--- config.mk ---
export PLATFORM = sky130hd
export DESIGN_NAME = alu_mc
export DESIGN_NICKNAME = d
export VERILOG_FILES = /design/src/rtl/alu_mc.sv
export SDC_FILE = /design/constraint.sdc
export NUM_CORES = 1
export LEC_CHECK = 0
export CAP_MARGIN = 20
export CORE_ASPECT_RATIO = 0.9
export CORE_MARGIN = 2
export CORE_UTILIZATION = 60
export DETAILED_ROUTE_END_ITERATION = 10
export GPL_ROUTABILITY_DRIVEN = 0
export GPL_TIMING_DRIVEN = 0
export PLACE_DENSITY = 0.83
export SETUP_SLACK_MARGIN = 0.3
export SKIP_LAST_GASP = 1
export SYNTH_ARGS = -nofsm -noshare
export SYNTH_HDL_FRONTEND = slang
export SYNTH_SLANG_ARGS = --single-unit
--- constraint.sdc ---
create_clock -name clk -period 6.95 [get_ports clk]
set_input_delay 1.0425 -clock clk [delete_from_list [all_inputs] [get_ports clk]]
set_output_delay 1.0425 -clock clk [all_outputs]
set_load 0.02 [all_outputs]
--- src/rtl/alu_mc.sv ---
// alu_mc: multi-cycle ALU with a start/busy/done handshake.
//   Single-cycle ops: ADD, SUB, AND, ORR, EOR, and the reserved opcode.
//   Iterative ops: MUL (shift-add) and, when ALU_MC_DIV_EN is defined,
//   UDIV (restoring division). Each iterative op takes WIDTH cycles.
//   Without ALU_MC_DIV_EN, UDIV completes in one cycle with result 0.
// Ports:
//   clk, reset      rising-edge clock, synchronous active-high reset
//   start           request; accepted only while busy == 0
//   ALUControl      opcode (000 ADD, 001 SUB, 010 AND, 011 ORR,
//                   100 MUL, 101 UDIV, 110 EOR, 111 reserved)
//   SrcA, SrcB      operands; latched when the request is accepted
//   ALUResult       registered result; holds until the next completion
//   ALUFlags        registered {N,Z,C,V}; holds until the next completion
//   busy            high while MUL/UDIV iterates
//   done            one-cycle completion pulse
module alu_mc #(
    parameter int WIDTH = 32
) (
    input  logic             clk,
    input  logic             reset,
    input  logic             start,
    input  logic [2:0]       ALUControl,
    input  logic [WIDTH-1:0] SrcA,
    input  logic [WIDTH-1:0] SrcB,
    output logic [WIDTH-1:0] ALUResult,
    output logic [3:0]       ALUFlags,
    output logic             busy,
    output logic             done
);

    localparam int unsigned CW = $clog2(WIDTH + 1);
    localparam int unsigned W1 = WIDTH + 1;

    localparam logic [0:0] S_IDLE = 1'b0;
    localparam logic [0:0] S_CALC = 1'b1;

    localparam logic [2:0] OP_ADD  = 3'b000;
    localparam logic [2:0] OP_SUB  = 3'b001;
    localparam logic [2:0] OP_AND  = 3'b010;
    localparam logic [2:0] OP_ORR  = 3'b011;
    localparam logic [2:0] OP_MUL  = 3'b100;
    localparam logic [2:0] OP_EOR  = 3'b110;
`ifdef ALU_MC_DIV_EN
    localparam logic [2:0] OP_UDIV = 3'b101;
`endif

    logic [0:0]       state_q, state_d;
    logic [CW-1:0]    cnt_q, cnt_d;
    logic [WIDTH-1:0] a_q, a_d;      // multiplicand / dividend-then-quotient
    logic [WIDTH-1:0] b_q, b_d;      // multiplier / divisor
    logic [WIDTH-1:0] acc_q, acc_d;  // product accumulator / partial remainder
    logic [WIDTH-1:0] result_d;
    logic [3:0]       flags_d;
    logic             busy_d, done_d;

    logic [WIDTH:0]   sum;
    logic [WIDTH-1:0] sc_result;
    logic             sc_c, sc_v;
    logic             iter_op_c;

    logic [WIDTH-1:0] it_a, it_b, it_acc, it_result;

`ifdef ALU_MC_DIV_EN
    logic             div_q, div_d;
    logic [WIDTH:0]   rem_sh, diff;
`endif

    // Single-cycle datapath; SUB is A + ~B + 1 so C means "no borrow".
    always_comb begin
        sum       = {1'b0, SrcA} + {1'b0, (ALUControl[0] ? ~SrcB : SrcB)}
                    + W1'(ALUControl[0]);
        sc_result = '0;
        sc_c      = 1'b0;
        sc_v      = 1'b0;
        case (ALUControl)
            OP_ADD, OP_SUB: begin
                sc_result = sum[WIDTH-1:0];
                sc_c      = sum[WIDTH];
                sc_v      = ~(SrcA[WIDTH-1] ^ SrcB[WIDTH-1] ^ ALUControl[0])
                            & (SrcA[WIDTH-1] ^ sum[WIDTH-1]);
            end
            OP_AND:  sc_result = SrcA & SrcB;
            OP_ORR:  sc_result = SrcA | SrcB;
            OP_EOR:  sc_result = SrcA ^ SrcB;
            default: sc_result = '0;  // reserved, and UDIV when no divider
        endcase
    end

    // Which opcodes enter the iterative state.
    always_comb begin
        iter_op_c = (ALUControl == OP_MUL);
`ifdef ALU_MC_DIV_EN
        if (ALUControl == OP_UDIV) begin
            iter_op_c = 1'b1;
        end
`endif
    end

    // One iteration step of the multiplier or the divider.
    always_comb begin
        it_acc    = acc_q + (b_q[0] ? a_q : '0);
        it_a      = a_q << 1;
        it_b      = b_q >> 1;
        it_result = it_acc;
`ifdef ALU_MC_DIV_EN
        rem_sh = {acc_q, a_q[WIDTH-1]};
        diff   = rem_sh - {1'b0, b_q};
        if (div_q) begin
            // Restore on borrow; quotient bits shift in where the dividend leaves.
            it_acc    = diff[WIDTH] ? rem_sh[WIDTH-1:0] : diff[WIDTH-1:0];
            it_a      = {a_q[WIDTH-2:0], ~diff[WIDTH]};
            it_b      = b_q;
            it_result = (b_q == '0) ? '0 : it_a;
        end
`endif
    end

    // Next-state and output logic.
    always_comb begin
        state_d  = state_q;
        cnt_d    = cnt_q;
        a_d      = a_q;
        b_d      = b_q;
        acc_d    = acc_q;
        result_d = ALUResult;
        flags_d  = ALUFlags;
        busy_d   = busy;
        done_d   = 1'b0;
`ifdef ALU_MC_DIV_EN
        div_d    = div_q;
`endif
        case (state_q)
            S_IDLE: begin
                if (start) begin
                    if (iter_op_c) begin
                        a_d     = SrcA;
                        b_d     = SrcB;
                        acc_d   = '0;
                        cnt_d   = CW'(WIDTH);
                        busy_d  = 1'b1;
                        state_d = S_CALC;
`ifdef ALU_MC_DIV_EN
                        div_d   = (ALUControl == OP_UDIV);
`endif
                    end else begin
                        result_d = sc_result;
                        flags_d  = {sc_result[WIDTH-1], ~|sc_result, sc_c, sc_v};
                        done_d   = 1'b1;
                    end
                end
            end
            default: begin
                a_d   = it_a;
                b_d   = it_b;
                acc_d = it_acc;
                cnt_d = cnt_q - CW'(1);
                if (cnt_q == CW'(1)) begin
                    result_d = it_result;
                    flags_d  = {it_result[WIDTH-1], ~|it_result, 2'b00};
                    done_d   = 1'b1;
                    busy_d   = 1'b0;
                    state_d  = S_IDLE;
                end
            end
        endcase
    end

    // State and output registers.
    always_ff @(posedge clk) begin
        if (reset) begin
            state_q   <= S_IDLE;
            cnt_q     <= '0;
            a_q       <= '0;
            b_q       <= '0;
            acc_q     <= '0;
            ALUResult <= '0;
            ALUFlags  <= 4'b0000;
            busy      <= 1'b0;
            done      <= 1'b0;
`ifdef ALU_MC_DIV_EN
            div_q     <= 1'b0;
`endif
        end else begin
            state_q   <= state_d;
            cnt_q     <= cnt_d;
            a_q       <= a_d;
            b_q       <= b_d;
            acc_q     <= acc_d;
            ALUResult <= result_d;
            ALUFlags  <= flags_d;
            busy      <= busy_d;
            done      <= done_d;
`ifdef ALU_MC_DIV_EN
            div_q     <= div_d;
`endif
        end
    end

endmodule

======== Word level (Yosys, flattened, before mapping) ========
Index checks and enable logic that the tools add are counted.
storage, ports and cells
  flip-flop bits (word level) ............. 141
  input port bits ......................... 70
  output and inout port bits .............. 38
  logic and storage cells ................. 82
operators by class
  add/sub/neg operators ................... 4
  equality and inequality tests ........... 8
  mux-type cells .......................... 37
  bitwise logic cells ..................... 9
  reductions and logical operators ........ 13
operators by type and width
  operator               count
  $mux W32               12
  $pmux W32 S4           1
  $mux W31               3
  $reduce_or A32 Y1      2
  $add A32 B32 Y33       1
  $add A33 B1 Y33        1
  $add A32 B32 Y32       1
  $and A32 B32 Y32       1
  $not A32 Y32           1
  $or A32 B32 Y32        1
  $xor A32 B32 Y32       1
  $mux W6                3
  $mux W4                4
  $mux W1                14
  $eq A3 B2 Y1 const B   2
  $eq A3 B3 Y1 const B   2
  $eq A6 B1 Y1 const B   1
  $reduce_and A3 Y1      2
  $sub A6 B1 Y6 const B  1
  $reduce_and A2 Y1      2
  $reduce_bool A2 Y1     2
  $reduce_or A2 Y1       2
  $eq A3 B1 Y1 const B   1
  $logic_not A3 Y1       1
  6 further kinds        9

======== Depth between registers and ports, before layout ========
  depth after elaboration ................. 10
  gate-level depth with buffers ........... 19
  depth with buffers taken out ............ 14

======== Worst setup path after synthesis ========
No wires, ideal clock.
  path kind ............................... in2reg
  from .................................... input ALUControl[0]
  to ...................................... register ALUFlags[2]
  library setup time ...................... 91 ps
  arrival time ............................ 5298 ps
  data required time ...................... 6859 ps
  slack ................................... 1561 ps
  cell stages on the path ................. 19
  path through ............................ buf_2 -> clkbuf_1 -> clkbuf_1 -> buf_1 -> buf_1 -> xor2_1 -> ha_1 -> clkbuf_1 -> a21oi_1 -> o21ai_0 -> a21o_1 -> or3_1 -> a311oi_1 -> nand4_1 -> nor4bb_1 -> o2111ai_1 -> nor4_1 -> nand4bb_1 -> a311oi_1
between the ends
  cells in the longest elaborated chain, start to end .. 9
  elaborated cells between the ends (all ways) .. 18
RTL lines
  element               line  text
  start, declared       22    input logic [2:0] ALUControl,
  $mux W32              70    sum = {1'b0, SrcA} + {1'b0, (ALUControl[0] ? ~SrcB : SrcB)}
  $add A32 B32 Y33      70
  $add A33 B1 Y33       71    + W1'(ALUControl[0]);
  $pmux W32 S4          75    case (ALUControl)
  $reduce_or A32 Y1     147   flags_d = {sc_result[WIDTH-1], ~|sc_result, sc_c, sc_v};
  $logic_not A1 Y1      147
  $mux W4               135   if (iter_op_c) begin
  $mux W4               134   if (start) begin
  $mux W4               132   case (state_q)
  end signal, assigned  190   ALUFlags <= flags_d;
  end, declared         26    output logic [3:0] ALUFlags,
Several ways; a longest one is shown, not always the timed one. The select of a mux whose other input is x is not followed.
A chain may end at the register's enable or synchronous reset.

======== Worst setup path in the final report ========
Ends and elaborated chain as after synthesis.

==> results.yml <==
outcome:
  status: "completed"
power_and_ir_drop:
  clkPwrFrac: 0.386
  peakVddDrop_uv: 192.0
  comb_power_share: 0.279
  swShare: 0.3461
  internal_power_w: 0.001655
  power_density_mw_per_mm2: 180.3
  p_total_w: 0.002530
  power_leakage_nw: 5.737
  seq_power_share: 0.334
  p_switching_w: 0.0008757
grt:
  use_met3: 0.07524
  grt_first_pass_wirelength_um: 65210
  antenna_found_initial: 0
  grt_pass1_vias: 12286
  met1_usage: 0.5135
  use_met2: 0.5893
  overflow: 0
  grt_busiest_layer: "met2"
  track_usage: 0.3878
  grt_max_degree: 17
final_layout:
  stdcell_count: 2094
  antenna_cells: 0
  fillers: 1641
  drive_above_1_share: 0.03915
  design_area_mm2: 0.01403
  layout_common_cells: "nand2_1, a21oi_1, dfxtp_1"
  final_common_cell: "nand2_1"
  final_nets: 2034
  syn_to_final_growth_pct: 16.77
place:
  dpl_cell_area_mm2: 0.01340
  dp_cells: 2062
  port_buffers: 106
  place_hpwl_um: 32230
logic_synthesis:
  synth_fp_nets: 1909
  synth_warnings: 0
  synthFlopType: "dfxtp_1"
  yosysSeqAreaShare: 0.2332
  ys_async_sr_fraction: 0
  ys_types: 78
  synth_top_cell_area_share: 0.2332
  postSynthAreaPerCell_um2: 7.066
  synth_area_mm2: 0.01202
  synth_cells: 1701
  yosys_register_bits: 140
  synthTopCellsByArea: "dfxtp_1, ha_1, a21oi_1"
  synth_edf_count: 0
  synth_largest_area_cell: "dfxtp_1"
setup_path:
  crit_type: "primary input to flip-flop"
  start_kind: "primary input"
  path_max_fanout: 10
  cp-startpoint: "ALUControl[0]"
  r2r_cells: 14
  worst_setup_path_end_kind: "flip-flop"
  cp.arrival_ps: 6850
  crit_top_cell: "clkbuf_4"
  timing.rr.start: "b_q[0]"
  cp.required_ps: 7310
  cpMaxStageDelayCell: "clkdlybuf4s50_1"
  crit_chain: "clkdlybuf4s50_1 > buf_2 > clkbuf_2 > clkbuf_4 > clkbuf_4 > clkbuf_4 > xor2_1 > ha_1 > clkbuf_1 > a21oi_1 > o21ai_0 > a21o_1 > or3_1 > a311oi_1 > nand4_1 > nor4bb_2 > o2111ai_1 > nor4_1 > nand4bb_1 > a311oi_1"
  cp_num_cells: 20
  slowest_delay_ps: 550
  cp_num_buf_inv: 7
  crit_family: "buffers and inverters"
drt:
  drt-vias-per-instance: 6.482
  first_iter_violations: 1791
  remaining_drc_errors: 0
  first_pass_iters: 6
  vias: 13573
  wire_per_inst_um: 20.36
  ant_nets: 0
  drt-total-wl_um: 42640
floorplan:
  rows: 49
  core_mm2: 0.01980
  die_w_um: 153.2
  dieArea_mm2: 0.02118
  initial_core_util: 0.6069
  die_y_um: 138.3
  pin_count: 108
timing:
  tightestPinTransition_ps: 865.1
  fin_crit_sh: 0.9340
  clock_skew_ps: 7.432
  finalSetupViolCount: 0
  finalHoldViolations: 0
  drv_slew: 0
  relSlewSlack: 0.4233
  tns_ps: 0
  fmax_mhz: 154.1
  finalCriticalPeriod_ps: 6491
  rsz0062_at_grt: "false"
cts:
  cts_setup_buffers: 0
  clock_latency_ps: 450
  cts_inserted_buffers: 17
  postCtsHoldBufs: 0
  cts_sinks: 140
  cts_tree: "built"
  cts_buffer_depth: 2
  h-tree-depth: 4
  clk_pin_slew_ps: 60
  cts_root_buf: "clkbuf_16"
run:
  drv_cap: 0
hold_path:
  min_path_type: "flip-flop to flip-flop"
  min-delay-start: "ALUResult[9]"
  worstHoldPathCells: 2
-- logic make-up after synthesis --
group	count (synthesis)	synth area share
muxes	13	0.01093
buffers and inverters	189	0.06308
and+or+nand+nor	614	0.2302
adders and majority gates	138	0.1449
xor gates and xnor gates	87	0.06340
AOI/OAI and AO/OA	520	0.2543
DFF	140	0.2332
-- area by class of cell --
type | count | area (µm²) | share of cell area
Timing Repair Buffer | 106 | 1061 | 0.07560
Sequential cell | 140 | 2803 | 0.1997
Clock buffer | 22 | 474.2 | 0.03379
Buffer | 100 | 439.2 | 0.03129
Inverter | 89 | 334.1 | 0.02380
Multi-Input combinational cell | 1372 | 8477 | 0.6040
Tap cell | 255 | 319.1 | 0.02273
Clock inverter | 10 | 127.6 | 0.009093
-- worst register-to-register path: stages, from the launching register on --
cell and delay [ps]:
dfxtp_1 560, clkbuf_1 330, and2_1 190, ha_1 130, clkbuf_1 280, nand2_1 120, o21ai_0 400, o2111ai_1 170
o21ai_0 510, xor2_1 270, or4_1 660, or4_1 490, nor4_2 200, nand4_1 130, a311oi_1 300
-- per-stage QoR --
step	util	setup slack, ps	hold WS (ps)
3_5_place_dp	0.6766	-914.0	443.0
5_1_grt	0.7087	334.7	470.9
2_1_floorplan	-	1561	436.2
6_report	0.7087	458.9	448.7
3_3_place_gp	0.6766	-780.8	439.6
4_1_cts	0.7077	399.4	451.9
-- sequential cells by signal, indices dropped and copies added (netlist names) --
signal,count
ALUResult,32
cnt_q,6
ALUFlags,3
done,1
acc_q,32
b_q,32
state_q,1
busy,1
a_q,32
-- repair_timing --
item | 4_1_cts | 5_1_grt
endpoints found under the hold margin | 0 | 0
resized for setup | 7 | 9
gates cloned | 0 | 0
setup endpoints to repair | 15 | 2
-- worst paths after layout --
check,end,slack (ps)
hold / removal,ALUResult[9],450
setup / recovery,ALUFlags[2],460
setup reg to reg,ALUFlags[2],2110
hold reg to reg,ALUResult[9],450
-- layer usage --
layer / wire, µm / part of all wire
met5: 0 / 0
met4: 2786 / 0.065
met3: 5192 / 0.12
met2: 17870 / 0.42
met1: 16790 / 0.39
-- power by group through the flow --
stage                     registers [W]  clock network [W]  logic, W
after detailed placement       0.000863                  0  0.000668
after global placement         0.000862                  0  0.000654
final                          0.000846           0.000977  0.000707
after floorplan                0.000878                  0  0.000406
after CTS                      0.000845           0.000961  0.000676
after global routing           0.000848           0.000996  0.000754
-- synthesized netlist by cell type (5+ instances only) --
cell,n
and3_1,7
o21bai_1,8
and2_1,40
nor3_1,25
nand3_1,21
a21oi_1,272
a31oi_1,12
a311oi_1,5
clkbuf_1,76
ha_1,136
or3_1,12
inv_1,89
nand2_1,298
nand2b_1,14
xor2_1,58
dfxtp_1,140
nand4_1,14
o21ai_0,91
nand3b_1,5
o211ai_1,15
a21o_1,11
mux2i_1,12
a211oi_1,19
a22oi_1,8
nor4_1,7
a32o_1,7
o21a_1,16
buf_1,17
nor2b_1,5
nor2_1,135
xnor2_1,29
or2_2,8
o22ai_1,8
(Power assumes the default switching activity.)
